[src/rtl/bcd_scan_display_if.sv]
// Display-side bundle: BCD count word and display controls in, multiplexed 7-segment drive out.
// Latency: none (wires only).
// Backpressure: none; the display consumes the count every cycle.
interface bcd_scan_display_if;
    logic [31:0] count;
    logic        blank_lz;
    logic        edit_en;
    logic [2:0]  edit_sel;
    logic [7:0]  dp_sel;
    logic [7:0]  an;
    logic [6:0]  seg;
    logic        dp;
    logic        frame_tick;

    modport master (
        output count, blank_lz, edit_en, edit_sel, dp_sel,
        input  an, seg, dp, frame_tick
    );

    modport slave (
        input  count, blank_lz, edit_en, edit_sel, dp_sel,
        output an, seg, dp, frame_tick
    );
endinterface

[src/rtl/bcd_scan_display.sv]
// Time-multiplexed 8-digit common-anode 7-segment driver with blanking, LZ suppression and edit blink.
// Latency: 1 clk from count/controls/scan state to an/seg/dp.
// Backpressure: none; scans free-running and samples its inputs every cycle.
module bcd_scan_display #(
    parameter int SCAN_DIV     = 100000,
    parameter int BLANK_CYC    = 4,
    parameter int BLINK_FRAMES = 32
) (
    input  logic              clk,
    input  logic              rst,
    bcd_scan_display_if.slave disp
);
    localparam int DIV_W = (SCAN_DIV > 1) ? $clog2(SCAN_DIV) : 1;
    localparam int FRM_W = (BLINK_FRAMES > 1) ? $clog2(BLINK_FRAMES) : 1;
    localparam logic [DIV_W-1:0] DIV_LAST  = DIV_W'(SCAN_DIV - 1);
    localparam logic [DIV_W-1:0] BLANK_LIM = DIV_W'(BLANK_CYC);
    localparam logic [FRM_W-1:0] FRM_LAST  = FRM_W'(BLINK_FRAMES - 1);

    logic [DIV_W-1:0] div_cnt;
    logic [2:0]       digit_idx;
    logic [FRM_W-1:0] frame_cnt;
    logic             blink_phase;

    logic             slot_tick;
    logic [3:0]       digit;
    logic [7:0]       upper_zero;
    logic             edit_hit;
    logic             blank;

    function automatic logic [6:0] decode(input logic [3:0] d);
        logic [6:0] s;
        case (d)
            4'd0:    s = 7'b1000000;
            4'd1:    s = 7'b1111001;
            4'd2:    s = 7'b0100100;
            4'd3:    s = 7'b0110000;
            4'd4:    s = 7'b0011001;
            4'd5:    s = 7'b0010010;
            4'd6:    s = 7'b0000010;
            4'd7:    s = 7'b1111000;
            4'd8:    s = 7'b0000000;
            4'd9:    s = 7'b0010000;
            default: s = 7'b0111111;
        endcase
        return s;
    endfunction

    assign slot_tick = (div_cnt == DIV_LAST);

    always_ff @(posedge clk or negedge rst) begin
        if (!rst) begin
            div_cnt   <= '0;
            digit_idx <= 3'd0;
        end else if (slot_tick) begin
            div_cnt   <= '0;
            digit_idx <= digit_idx + 3'd1;
        end else begin
            div_cnt   <= div_cnt + 1'b1;
        end
    end

    // Leaving edit mode parks the blink at the start of its visible half.
    always_ff @(posedge clk or negedge rst) begin
        if (!rst) begin
            frame_cnt   <= '0;
            blink_phase <= 1'b0;
        end else if (!disp.edit_en) begin
            frame_cnt   <= '0;
            blink_phase <= 1'b0;
        end else if (disp.frame_tick) begin
            if (frame_cnt == FRM_LAST) begin
                frame_cnt   <= '0;
                blink_phase <= ~blink_phase;
            end else begin
                frame_cnt   <= frame_cnt + 1'b1;
            end
        end
    end

    // upper_zero[i]: digits i..7 are all zero, i.e. digit i is a leading zero.
    always_comb begin
        logic z;
        z          = 1'b1;
        upper_zero = '0;
        for (int i = 7; i >= 0; i--) begin
            z             = z && (disp.count[4*i +: 4] == 4'd0);
            upper_zero[i] = z;
        end
    end

    always_comb begin
        digit    = disp.count[{digit_idx, 2'b00} +: 4];
        edit_hit = disp.edit_en && (disp.edit_sel == digit_idx);
        blank    = (div_cnt < BLANK_LIM)
                 || (disp.blank_lz && (digit_idx != 3'd0) && upper_zero[digit_idx] && !edit_hit)
                 || (edit_hit && blink_phase);
    end

    always_ff @(posedge clk or negedge rst) begin
        if (!rst) begin
            disp.an         <= 8'hFF;
            disp.seg        <= 7'h7F;
            disp.dp         <= 1'b1;
            disp.frame_tick <= 1'b0;
        end else begin
            disp.frame_tick <= slot_tick && (digit_idx == 3'd7);
            if (blank) begin
                disp.an  <= 8'hFF;
                disp.seg <= 7'h7F;
                disp.dp  <= 1'b1;
            end else begin
                disp.an  <= ~(8'b1 << digit_idx);
                disp.seg <= decode(digit);
                disp.dp  <= ~disp.dp_sel[digit_idx];
            end
        end
    end
endmodule

[src/flat_wrapper.sv]
// flat-port wrapper written by rule: the top's interface ports become plain ports
module bcd_scan_display_flat 
#(
    parameter int SCAN_DIV     = 100000,
    parameter int BLANK_CYC    = 4,
    parameter int BLINK_FRAMES = 32
)
  (clk, rst, disp_count, disp_blank_lz, disp_edit_en, disp_edit_sel, disp_dp_sel, disp_an, disp_seg, disp_dp, disp_frame_tick);
  bcd_scan_display_if disp_i ();
  input  logic clk;
  input  logic rst;
  input wire logic [$bits(disp_i.count)-1:0] disp_count;
  input wire logic [$bits(disp_i.blank_lz)-1:0] disp_blank_lz;
  input wire logic [$bits(disp_i.edit_en)-1:0] disp_edit_en;
  input wire logic [$bits(disp_i.edit_sel)-1:0] disp_edit_sel;
  input wire logic [$bits(disp_i.dp_sel)-1:0] disp_dp_sel;
  output wire logic [$bits(disp_i.an)-1:0] disp_an;
  output wire logic [$bits(disp_i.seg)-1:0] disp_seg;
  output wire logic [$bits(disp_i.dp)-1:0] disp_dp;
  output wire logic [$bits(disp_i.frame_tick)-1:0] disp_frame_tick;
  assign disp_i.count = disp_count;
  assign disp_i.blank_lz = disp_blank_lz;
  assign disp_i.edit_en = disp_edit_en;
  assign disp_i.edit_sel = disp_edit_sel;
  assign disp_i.dp_sel = disp_dp_sel;
  assign disp_an = disp_i.an;
  assign disp_seg = disp_i.seg;
  assign disp_dp = disp_i.dp;
  assign disp_frame_tick = disp_i.frame_tick;
  bcd_scan_display #(.SCAN_DIV(SCAN_DIV), .BLANK_CYC(BLANK_CYC), .BLINK_FRAMES(BLINK_FRAMES)) u_core (.clk(clk), .rst(rst), .disp(disp_i));
endmodule
[config.mk]
export PLATFORM = sky130hd
export DESIGN_NAME = bcd_scan_display_flat
export DESIGN_NICKNAME = d
export VERILOG_FILES = /design/src/rtl/bcd_scan_display_if.sv /design/src/rtl/bcd_scan_display.sv /design/src/flat_wrapper.sv
export SDC_FILE = /design/constraint.sdc
export NUM_CORES = 1
export LEC_CHECK = 0
export BUFFER_PORTS_ARGS = -buffer_cell sky130_fd_sc_hd__buf_2
export CAP_MARGIN = 20
export CORE_MARGIN = 10
export CORE_UTILIZATION = 30
export CTS_BUF_LIST = sky130_fd_sc_hd__clkbuf_8
export CTS_CLUSTER_DIAMETER = 50
export DETAILED_ROUTE_END_ITERATION = 8
export SLEW_MARGIN = 20
export SYNTH_ARGS = -nofsm -noshare
export SYNTH_HDL_FRONTEND = slang
export SYNTH_SLANG_ARGS = --single-unit
[constraint.sdc]
create_clock -name clk -period 2.6 [get_ports clk]
set_input_delay 0.26 -clock clk [delete_from_list [all_inputs] [get_ports clk]]
set_output_delay 0.26 -clock clk [all_outputs]
set_load 0.005 [all_outputs]
==> flow_metrics.tcl <==
set metrics [dict create \
    rsz0062_at_grt "no" \
    dp_slack_ns 0.265 \
    start_util_pct 30.7 \
    overflow 0 \
    synthTopCellsByArea "dfrtp_1 (27%), dfstp_2 (17%), mux4_2 (8.9%)" \
    fillCellCount 827 \
    rr_startpoint "u_core.digit_idx[0]$_DFFE_PN0N_" \
    core_area_um2 8220 \
    critPathLaunchType "flip-flop" \
    peakVddDrop_v 0.000211 \
    port_buffers 63 \
    track_usage_pct 9.57 \
    cp-end-kind "flip-flop" \
    synth_top_area_share_pct 26.7 \
    cts_tree "yes" \
    fp.dieH_um 112 \
    cp.required_ns 2.82 \
    drt-initial-drc-count 69 \
    rows 33 \
    synth_area_leader_cell "dfrtp_1" \
    first_pass_iters 4 \
    insertedDiodeCount 0 \
    worst_pin_slew_ns 0.930 \
    ys_warn_count 0 \
    cts_buffers 5 \
    drc 0 \
    io_pins 64 \
    finalSetupTns_ns 0 \
    crit_fanout 9 \
    grt_pass1_vias 2065 \
    outcome "finished, final reports clean" \
    syn_inst 228 \
    ctsResizeCount 0 \
    relSlewSlack_pct 38.0 \
    post-dp-hpwl_um 4900 \
    setup_violations 0 \
    worst_slack_ns 0.282 \
    gp_congestion 0.821 \
    wire_per_inst_um 15.2 \
    multi_input_area_um2 1360 \
    crit_start "u_core.digit_idx[0]$_DFFE_PN0N_" \
    ys_seq_elements 43 \
    cp_cell_sequence "mux4_2 > mux2i_1 > inv_1 > ha_1 > mux2_1 > nor2_1 > o21ai_1" \
    yosysMostFrequentCell "dfrtp_1" \
    fin_hold_ws_ns 0.100 \
    min_period_ns 2.32 \
    cts_setup_buffers 0 \
    antenna_found_initial 0 \
    cts-root-buf "clkbuf_8" \
    synth_area_per_cell_um2 11.1 \
    synth_cell_types 47 \
    worstSetupPathType "reg -> reg" \
    fin_crit_sh_pct 89.2 \
    hold_class "in -> async" \
    postSynthNetCount 289 \
    max_stage_delay_ns 0.65 \
    synth_common_cells "dfrtp_1 (27), nand2_1 (22), dfstp_2 (16)" \
    nets 357 \
    synth_edf_count 0 \
    final_max_slew_viol_count 0 \
    ys_seq_area_share_pct 43.4 \
    htree_levels 2 \
    hold_violations 0 \
    vias_per_cell 4.81 \
    area_delta_synth_final_pct 22.0 \
    crit_path_top_delay_cell "dfrtp_1" \
    netlist_area_um2 2530 \
    drive_gt1_share_pct 38.4 \
    final-seq-area_um2 1100 \
    die_w_um 112 \
    p_per_area_nw_per_um2 432 \
    async_flop_share_pct 100 \
    die-area_um2 12500 \
    synth_flop_cell "dfrtp_1" \
    wirelength_um 6110 \
    grt_max_degree 44 \
    clk_pin_slew_worst_paths_ns 0.08 \
    cts_hold_buf 0 \
    worst_skew_pair.late_latency_ns 0.30 \
    vias 1933 \
    cts.sinks 43 \
    cts_buffer_depth 2 \
    crit_arrival_ns 2.54 \
    postRouteAntennaNets 0 \
    cap_violations 0 \
    leakage_uw 0.00139 \
    grt_pass1_wl_um 10000 \
    clock_skew_ns 0.00752 \
    max_freq_mhz 431 \
]
==> path summary, 6_finish.rpt <==
kind | to | slack [ns] | cells past startpoint
min in group clk | u_core.frame_cnt[3]$_DFFE_PN0P_ | 0.29 | 2
max reg2reg | u_core.disp.seg[0]$_DFF_PN1_ | 0.28 | 7
max | u_core.disp.seg[0]$_DFF_PN1_ | 0.28 | 7
min | u_core.div_cnt[7]$_DFF_PN0_ | 0.10 | 1
min reg2reg | u_core.div_cnt[0]$_DFF_PN0_ | 0.51 | 1
max in group asynchronous | u_core.div_cnt[0]$_DFF_PN0_ | 1.93 | 1
==> state kept, by name, summed over array words and instances, names as in the netlist <==
| name | count |
|---|---|
| u_core.disp.dp | 1 |
| u_core.disp.seg | 7 |
| u_core.digit_idx | 3 |
| u_core.frame_cnt | 5 |
| u_core.disp.an | 8 |
| u_core.disp.frame_tick | 1 |
| u_core.div_cnt | 17 |
| u_core.blink_phase | 1 |
==> power breakdown <==
| group | total, uW | switching [uW] | internal (uW) |
|---|---|---|---|
| registers | 688 | 2.30 | 686 |
| logic | 123 | 62.3 | 60.9 |
| clock network | 519 | 233 | 286 |
==> area by class of cell <==
type	count	share of cell area, %
flip-flops and latches	43	35.6
well taps	105	4.26
inverters	8	0.974
clock inverters	3	1.42
repair buffers	68	11.4
multi-input cells	170	44.1
clock buffers	5	2.23
==> metrics by stage <==
step | std cells | total power [uW] | instance area, um^2 | util [%]
2_1_floorplan | 228 | 750 | 2530 | -
3_3_place_gp | 394 | 824 | 2970 | 36.1
3_5_place_dp | 394 | 826 | 2970 | 36.1
4_1_cts | 402 | 1350 | 3080 | 37.5
5_1_grt | 402 | 1400 | 3080 | 37.5
6_report | 402 | 1330 | 3080 | 37.5
==> layer usage <==
layer	vias to the layer above	global-route usage, %	part of all wire (%)
li1	952	-	-
met1	932	11.7	45
met2	43	15.5	49
met3	6	2.47	4.7
met4	0	4.11	1.4
met5	-	0	0
==> layout by cell type, fill, tap and decap left out, types with 2 or more instances in the layout <==
| cell type | n |
|---|---|
| inv_1 | 6 |
| or4_1 | 4 |
| nand4_1 | 4 |
| clkbuf_8 | 5 |
| xor2_1 | 6 |
| and2_1 | 3 |
| ha_1 | 14 |
| and3_1 | 10 |
| nand2_1 | 22 |
| nand3_1 | 9 |
| dfrtp_1 | 27 |
| buf_4 | 5 |
| nor2_1 | 15 |
| nor3_1 | 3 |
| buf_2 | 63 |
| nor4_1 | 5 |
| mux4_2 | 10 |
| mux2i_1 | 7 |
| nor2b_1 | 8 |
| dfstp_2 | 16 |
| a21oi_1 | 3 |
| inv_2 | 2 |
| o21ai_0 | 3 |
| o21ai_1 | 10 |
| xnor2_1 | 13 |
==> cell families after synthesis <==
group           share of synthesized area (%)
mux                                      13.6
simple gates                             19.0
compound gates                           7.23
flops                                    43.4
fa+ha+maj                                7.38
buf+inv                                  2.82
xor+xnor                                 6.59
==> critical path, delay by kind of cell, from the launching register on <==
kind,cells,cell delay (ns)
AND/OR/NAND/NOR,1,0.10
flip-flops,1,0.65
adder cells (fa/ha/maj),1,0.21
multiplexers,3,1.10
buffers and inverters,1,0.11
AO/OA/AOI/OAI,1,0.07
No activity file was read; power rests on OpenSTA's default activity.
